### src/rtl/spi_reg_writer.sv
// spi_reg_writer: oversampled SPI mode-0 target turning host frames into register write strobes
module spi_reg_writer (
  input  logic        clk_in,
  input  logic        reset_in,
  input  logic        spi_sclk_in,
  input  logic        spi_cs_n_in,
  input  logic        spi_mosi_in,
  output logic [5:0]  addr_out,
  output logic [15:0] data_out,
  output logic        data_valid_out,
  output logic        frame_error_out
);
  typedef enum logic [1:0] {IDLE, HEADER, DATA, DISCARD} state_t;
  state_t      state;
  logic [2:0]  sclk_q, cs_q;
  logic [1:0]  mosi_q;
  logic [3:0]  cnt;
  logic [15:0] sr;
  logic [5:0]  addr;
  logic        inc;
  logic        rise, cs_fall;
  logic [15:0] shifted;
  assign rise    = sclk_q[1] & ~sclk_q[2];
  assign cs_fall = ~cs_q[1] & cs_q[2];
  assign shifted = {sr[14:0], mosi_q[1]};
  // CS_n synchroniser clears low so a select already held at reset release never looks like a fall
  always_ff @(posedge clk_in) begin
    if (reset_in) begin
      state           <= IDLE;
      sclk_q          <= '0;
      cs_q            <= '0;
      mosi_q          <= '0;
      cnt             <= '0;
      sr              <= '0;
      addr            <= '0;
      inc             <= 1'b0;
      addr_out        <= '0;
      data_out        <= '0;
      data_valid_out  <= 1'b0;
      frame_error_out <= 1'b0;
    end else begin
      sclk_q          <= {sclk_q[1:0], spi_sclk_in};
      cs_q            <= {cs_q[1:0], spi_cs_n_in};
      mosi_q          <= {mosi_q[0], spi_mosi_in};
      data_valid_out  <= 1'b0;
      frame_error_out <= 1'b0;
      if (cs_q[1]) begin
        frame_error_out <= (state == HEADER || state == DATA) && cnt != 4'd0;
        state           <= IDLE;
      end else begin
        case (state)
          IDLE: if (cs_fall) begin
            state <= HEADER;
            cnt   <= '0;
            sr    <= '0;
          end
          HEADER: if (rise) begin
            sr  <= shifted;
            cnt <= cnt + 4'd1;
            if (cnt == 4'd7) begin
              cnt   <= '0;
              addr  <= shifted[5:0];
              inc   <= shifted[6];
              state <= shifted[7] ? DATA : DISCARD;
            end
          end
          DATA: if (rise) begin
            sr  <= shifted;
            cnt <= cnt + 4'd1;
            if (cnt == 4'd15) begin
              cnt            <= '0;
              data_out       <= shifted;
              addr_out       <= addr;
              data_valid_out <= 1'b1;
              addr           <= addr + {5'd0, inc};
            end
          end
          default: ;
        endcase
      end
    end
  end
endmodule
### config.mk
export PLATFORM = sky130hd
export DESIGN_NAME = spi_reg_writer
export DESIGN_NICKNAME = d
export VERILOG_FILES = /design/src/rtl/spi_reg_writer.sv
export SDC_FILE = /design/constraint.sdc
export NUM_CORES = 1
export LEC_CHECK = 0
export ABC_AREA = 1
export CORE_MARGIN = 2
export CORE_UTILIZATION = 47
export CTS_CLUSTER_DIAMETER = 80
export DETAILED_ROUTE_END_ITERATION = 8
export PLACE_DENSITY = 0.69
export SLEW_MARGIN = 5
export SYNTH_ARGS = -nofsm -noshare
export SYNTH_HDL_FRONTEND = slang
export SYNTH_SLANG_ARGS = --single-unit
### constraint.sdc
create_clock -name clk_in -period 3.9 [get_ports clk_in]
set_input_delay 0.39 -clock clk_in [delete_from_list [all_inputs] [get_ports clk_in]]
set_output_delay 0.39 -clock clk_in [all_outputs]
set_load 0.05 [all_outputs]
==> impl_metrics.ini, run 1 <==
[synthesis]
synthDominantCellAreaShare = 0.483
synth_most_common_cell = dfxtp_1
yosys-top-cells-area = dfxtp_1 48%, nor2_1 8.6%, nand2_1 8.5%
synthTopCellsByCount = 60 x dfxtp_1, 57 x nor2_1, 56 x nand2_1
syn_area_per_cell_um2 = 7.51
synth_async_sr_flop_share = 0
synth_edf_count = 0
synth_area_leader_cell = dfxtp_1
syn-cell-area_um2 = 2480
ys_warn_count = 0
synth_ff_type = dfxtp_1
synth_cells = 331
synthesis.nets = 344
synthDistinctLibCells = 24
ys_seq_elements = 60
ys_seq_area_frac = 0.483

[timing]
setup_viol = 0
maxSlewViolCount = 0
slew_headroom = 0.487
period_minus_slack_ns = 2.42
fmax_mhz = 413
hold_slack_ns = 0.400
worstMarginPinSlew_ns = 0.768
hold_viol = 0
finalCritPeriodShare = 0.621
timing.setup.tns_ns = 0
finalClockSkew_ns = 0.00788
rsz0062_at_grt = no

[worst_setup_path]
endpoint_kind = register
critPathRequiredTime_ns = 4.16
reg2reg_depth = 8
crit_type = reg -> reg
worst_setup_path_start_kind = register
arrival_ns = 2.69
rr_endpoint = sr[12]
critPathMaxFanout = 21
r2r-start = state[0]
ff2ff_setup_slack_ns = 1.48

[clock_tree]
cts-root-buf = clkbuf_8
cts_tree = done
numCtsBuffers = 9
postCtsSetupBuffers = 0
clockBufferDepth = 2
worst_skew_pair.late_latency_ns = 0.33
cts_resized = 0
htreeDepth = 3
cts_hold_buf = 0
clkSlewWorstSetupHoldPaths_ns = 0.07
cts.sinks = 60

[global_routing]
track_usage = 0.185
overflow = 0
grt_pass1_wl_mm = 8.72
grt_max_degree = 31
antenna_found_initial = 0
grt_pass1_vias = 1998

[power]
p_sw_mw = 0.285
swShare = 0.220
max-vdd-ir-drop_v = 0.000217
p_int_mw = 1.01
p_leak_nw = 1.19
power_density_nw_per_um2 = 434
finalPower_mw = 1.30
clkPwrFrac = 0.473
seq_power_share = 0.479
p_comb_frac = 0.047

[place]
gp_congestion = 0.810
numPortBuffers = 28
hpwl_mm = 3.26

[finish]
drive_gt1_frac = 0.0691
fin_nets = 370
syn2layout_area_growth_pct = 20.4
diodes = 0
fillers = 482

[floorplanning]
start_util = 0.487
die_x_um = 76.7
fp.dieH_um = 76.7
coreArea_um2 = 5110
num_rows = 26
io_pins = 29
fp.dieArea_um2 = 5880

[worst_hold_path]
min_to = sclk_q[1]
min_path_cells = 2
holdCritPathClass = reg -> reg
hp-start = sclk_q[0]

[routing]
route.detailed.drc = 0
dr_total_vias = 2117
via_per_inst = 4.90
drtIter0Drc = 162
wl_per_cell_um = 11.3
drt_pre_antenna_iters = 4
wl_mm = 4.87
ant_nets = 0

[outcome]
run_status = complete, no violations

[flow_run]
cap_violations = 0
cell families after synthesis:
logic type,Yosys count,share of synthesized area
flops,60,0.483
compound gates,68,0.139
fa+ha+maj,8,0.0403
simple gates,151,0.254
buf+inv,44,0.0831
cells in the final DEF (no fill, tap or decap):
cell type	netlist	routed
nand3_1	30	30
o21ai_0	19	19
or2_2	1	1
nand3_2	1	1
inv_1	25	25
clkbuf_1	5	2
inv_2	3	3
buf_4	1	3
nand2_2	1	1
a21boi_0	1	1
dfxtp_1	60	60
ha_1	8	8
bufinv_16	0	2
nor2_1	57	57
nor3_2	1	1
o21bai_1	1	1
clkinvlp_4	0	1
clkbuf_8	0	10
clkinv_2	0	1
clkdlybuf4s50_1	0	28
a21oi_1	33	33
nand2_1	56	56
nand4_1	3	3
o21ai_1	14	14
nor2_2	1	1
layout make-up:
type	instances	area (um^2)	share of cell area
sequential	60	1200	0.402
multi-input combinational	227	1080	0.360
timing repair buffer	31	303	0.101
clock buffer	12	145	0.0485
inverter	28	105	0.0351
tap	70	87.6	0.0293
clock inverter	4	72.6	0.0243
worst max-delay path, cell delays in order, from the launching register on:
cell     delay (ns)
dfxtp_1        0.37
inv_1          0.09
ha_1           0.67
inv_1          0.11
o21ai_0        0.17
nand2_1        0.34
inv_2          0.33
nand3_1        0.11
a21oi_1        0.15
per-layer routing:
metal / share of wire / vias up / global-route usage
li1: - / 1124 / -
met1: 0.49 / 943 / 0.236
met2: 0.44 / 42 / 0.287
met3: 0.049 / 8 / 0.0565
met4: 0.017 / 0 / 0.0891
met5: 0 / - / 0
sequential cells by signal (all words and copies together), names as in the netlist:
register         count
data_out            16
sr                  15
addr                 6
addr_out             6
cnt                  4
cs_q                 3
sclk_q               3
mosi_q               2
state                2
data_valid_out       1
frame_error_out      1
inc                  1
power groups by stage:
stage | registers (mW) | logic, mW | clock network, mW
finish | 0.622 | 0.0612 | 0.614
floorplan | 0.634 | 0.0504 | 0
global route | 0.622 | 0.0695 | 0.654
detailed placement | 0.635 | 0.0613 | 0
CTS | 0.622 | 0.0615 | 0.627
global placement | 0.635 | 0.0603 | 0
worst max path at each step:
stage              from  cells after the start  slack, ns  endpoint
3_5_place_dp   state[1]                      8       1.47    sr[12]
3_3_place_gp   state[0]                      8       1.54     sr[7]
4_1_cts        state[1]                      8       1.46    sr[12]
5_1_grt        state[1]                      8       1.19     sr[2]
6_report       state[0]                      8       1.48    sr[12]
2_1_floorplan  state[1]                      9       2.39    sr[10]
metrics by stage:
| stage | utilization | std cells | setup WS [ns] | cell area, um^2 |
|---|---|---|---|---|
| 3_3_place_gp | 0.543 | 416 | 1.54 | 2770 |
| 6_report | 0.586 | 432 | 1.48 | 2990 |
| 2_1_floorplan | - | 331 | 2.39 | 2480 |
| 4_1_cts | 0.586 | 432 | 1.46 | 2990 |
| 3_5_place_dp | 0.543 | 416 | 1.47 | 2770 |
| 5_1_grt | 0.586 | 432 | 1.19 | 2990 |
Note: power is estimated with default switching activity, not from simulation.
==> inputs of run 2 (changes only) <==
- PLACE_DENSITY: 0.69 -> 0.72
- clock period: 3.9 -> 2 ns (I/O delays scaled with it)
==> run 2 against run 1 <==
First-iteration DRC count shrank 25%. Highest routed layer unchanged. Critical endpoint is now addr[2]. Routed wire length rose by 6.0%. Largest power group is now the clock network. Fmax grew 39%.
==> impl_metrics.ini, run 2 (same netlist as run 1, synthesis figures left out) <==
[outcome]
run_status = complete, no violations

[timing]
finalCritPeriodShare = 0.869
hold_viol = 0
setup_viol = 0
hold_slack_ns = 0.377
slew_headroom = 0.651
worstMarginPinSlew_ns = 0.522
timing.setup.tns_ns = 0
fmax_mhz = 575
period_minus_slack_ns = 1.74
setup_slack_ns = 0.262
finalClockSkew_ns = 0.00815
rsz0062_at_grt = no
maxSlewViolCount = 0

[clock_tree]
clockBufferDepth = 2
cts_hold_buf = 0
cts-root-buf = clkbuf_8
numCtsBuffers = 9
worst_skew_pair.late_latency_ns = 0.34
htreeDepth = 3
postCtsSetupBuffers = 0
clkSlewWorstSetupHoldPaths_ns = 0.07
cts_tree = done
cts_resized = 0
cts.sinks = 60

[place]
hpwl_mm = 3.51
gp_congestion = 0.838
dpl_worst_slack_ns = 0.289
dpl-instance-area_um2 = 2820
numPortBuffers = 28

[finish]
syn2layout_area_growth_pct = 22.5
diodes = 0
design_area_um2 = 3040
final_common_cell = dfxtp_1
final_core_util = 0.596
largest_reg_flops = 16
fin_nets = 376
drive_gt1_frac = 0.0897
top_register = data_out
layout_common_cells = 60 x dfxtp_1, 57 x nor2_1, 56 x nand2_1
top_regs = data_out x16, sr x15

[worst_setup_path]
arrival_ns = 2.01
endpoint_kind = register
rr_endpoint = addr[2]
r2r-start = cnt[0]
worst_setup_path_start_kind = register
critPathRequiredTime_ns = 2.27
critPathMaxFanout = 11
ff2ff_setup_slack_ns = 0.26
setup.worst_path.start = cnt[0]
crit_type = reg -> reg
reg2reg_depth = 7

[global_routing]
met1_usage = 0.243
grt_pass1_wl_mm = 8.87
grt_max_degree = 30
gr-max-usage-layer = met2
overflow = 0
grt_pass1_vias = 1967
antenna_found_initial = 0
track_usage = 0.188
gr-usage-met2 = 0.299
grt.met3_usage = 0.0388

[power]
p_int_mw = 1.98
p_comb_frac = 0.051
power_density_nw_per_um2 = 845
clkPwrFrac = 0.478
max-vdd-ir-drop_v = 0.000447
swShare = 0.230
p_leak_nw = 1.23
p_sw_mw = 0.592
seq_power_share = 0.471

[routing]
wl_per_cell_um = 11.8
ant_nets = 0
wl_mm = 5.16
dr_total_vias = 2161
drt_pre_antenna_iters = 6
drtIter0Drc = 121
route.detailed.drc = 0
via_per_inst = 4.93

[floorplanning]
die_x_um = 76.7
num_rows = 26
start_util = 0.487
fp.dieH_um = 76.7
coreArea_um2 = 5110
io_pins = 29
fp.dieArea_um2 = 5880

[worst_hold_path]
min_to = sclk_q[0]
hp-start = spi_sclk_in
holdCritPathClass = in -> reg
min_path_cells = 3

[flow_run]
cap_violations = 0
==> run 2: changes by cell type in the layout (fill, tap and decap cells not counted), sizes merged <==
cell	before	now
buf	3	9
clkbuf	12	10
clkinv	1	2
inv	28	29
==> run 2: how the worst max path moves through the flow <==
stage,slack [ns],cells after the start,to
3_5_place_dp,0.29,8,addr[4]
5_1_grt,0.03,7,addr[2]
6_report,0.26,7,addr[2]
4_1_cts,0.25,1,data_out[14]
2_1_floorplan,0.49,9,sr[10]
3_3_place_gp,0.37,9,addr[4]
==> run 2: through the flow <==
step | cells | total power [mW]
after floorplan | 331 | 1.34
after detailed placement | 422 | 1.37
after global placement | 422 | 1.37
final | 438 | 2.57
after global routing | 438 | 2.67
after CTS | 438 | 2.60
==> run 2: worst max-delay path: stages (launching register included) <==
cell,delay [ns]
dfxtp_1,0.41
ha_1,0.26
nand3_1,0.14
nand2_1,0.12
nand2_2,0.09
nor2_2,0.31
o21ai_0,0.20
a21oi_1,0.15
==> run 2: layout make-up <==
class	instances	area, um^2
well taps	70	87.6
repair buffers	37	348
fillers	497	2060
flip-flops and latches	60	1200
multi-input cells	227	1080
clock inverters	6	86.3
inverters	28	105
clock buffers	10	138
==> run 2: layer usage <==
metal	wire length [um]	vias up
met3	217	8
met5	0	-
met4	57	0
met2	2250	45
li1	-	1133
met1	2630	975
==> run 2: power by group through the flow <==
stage / combinational, mW / sequential [mW] / clock [mW]
global placement: 0.130 / 1.24 / 0
CTS: 0.131 / 1.21 / 1.25
finish: 0.132 / 1.21 / 1.23
detailed placement: 0.131 / 1.24 / 0
floorplan: 0.0983 / 1.24 / 0
global route: 0.148 / 1.21 / 1.31
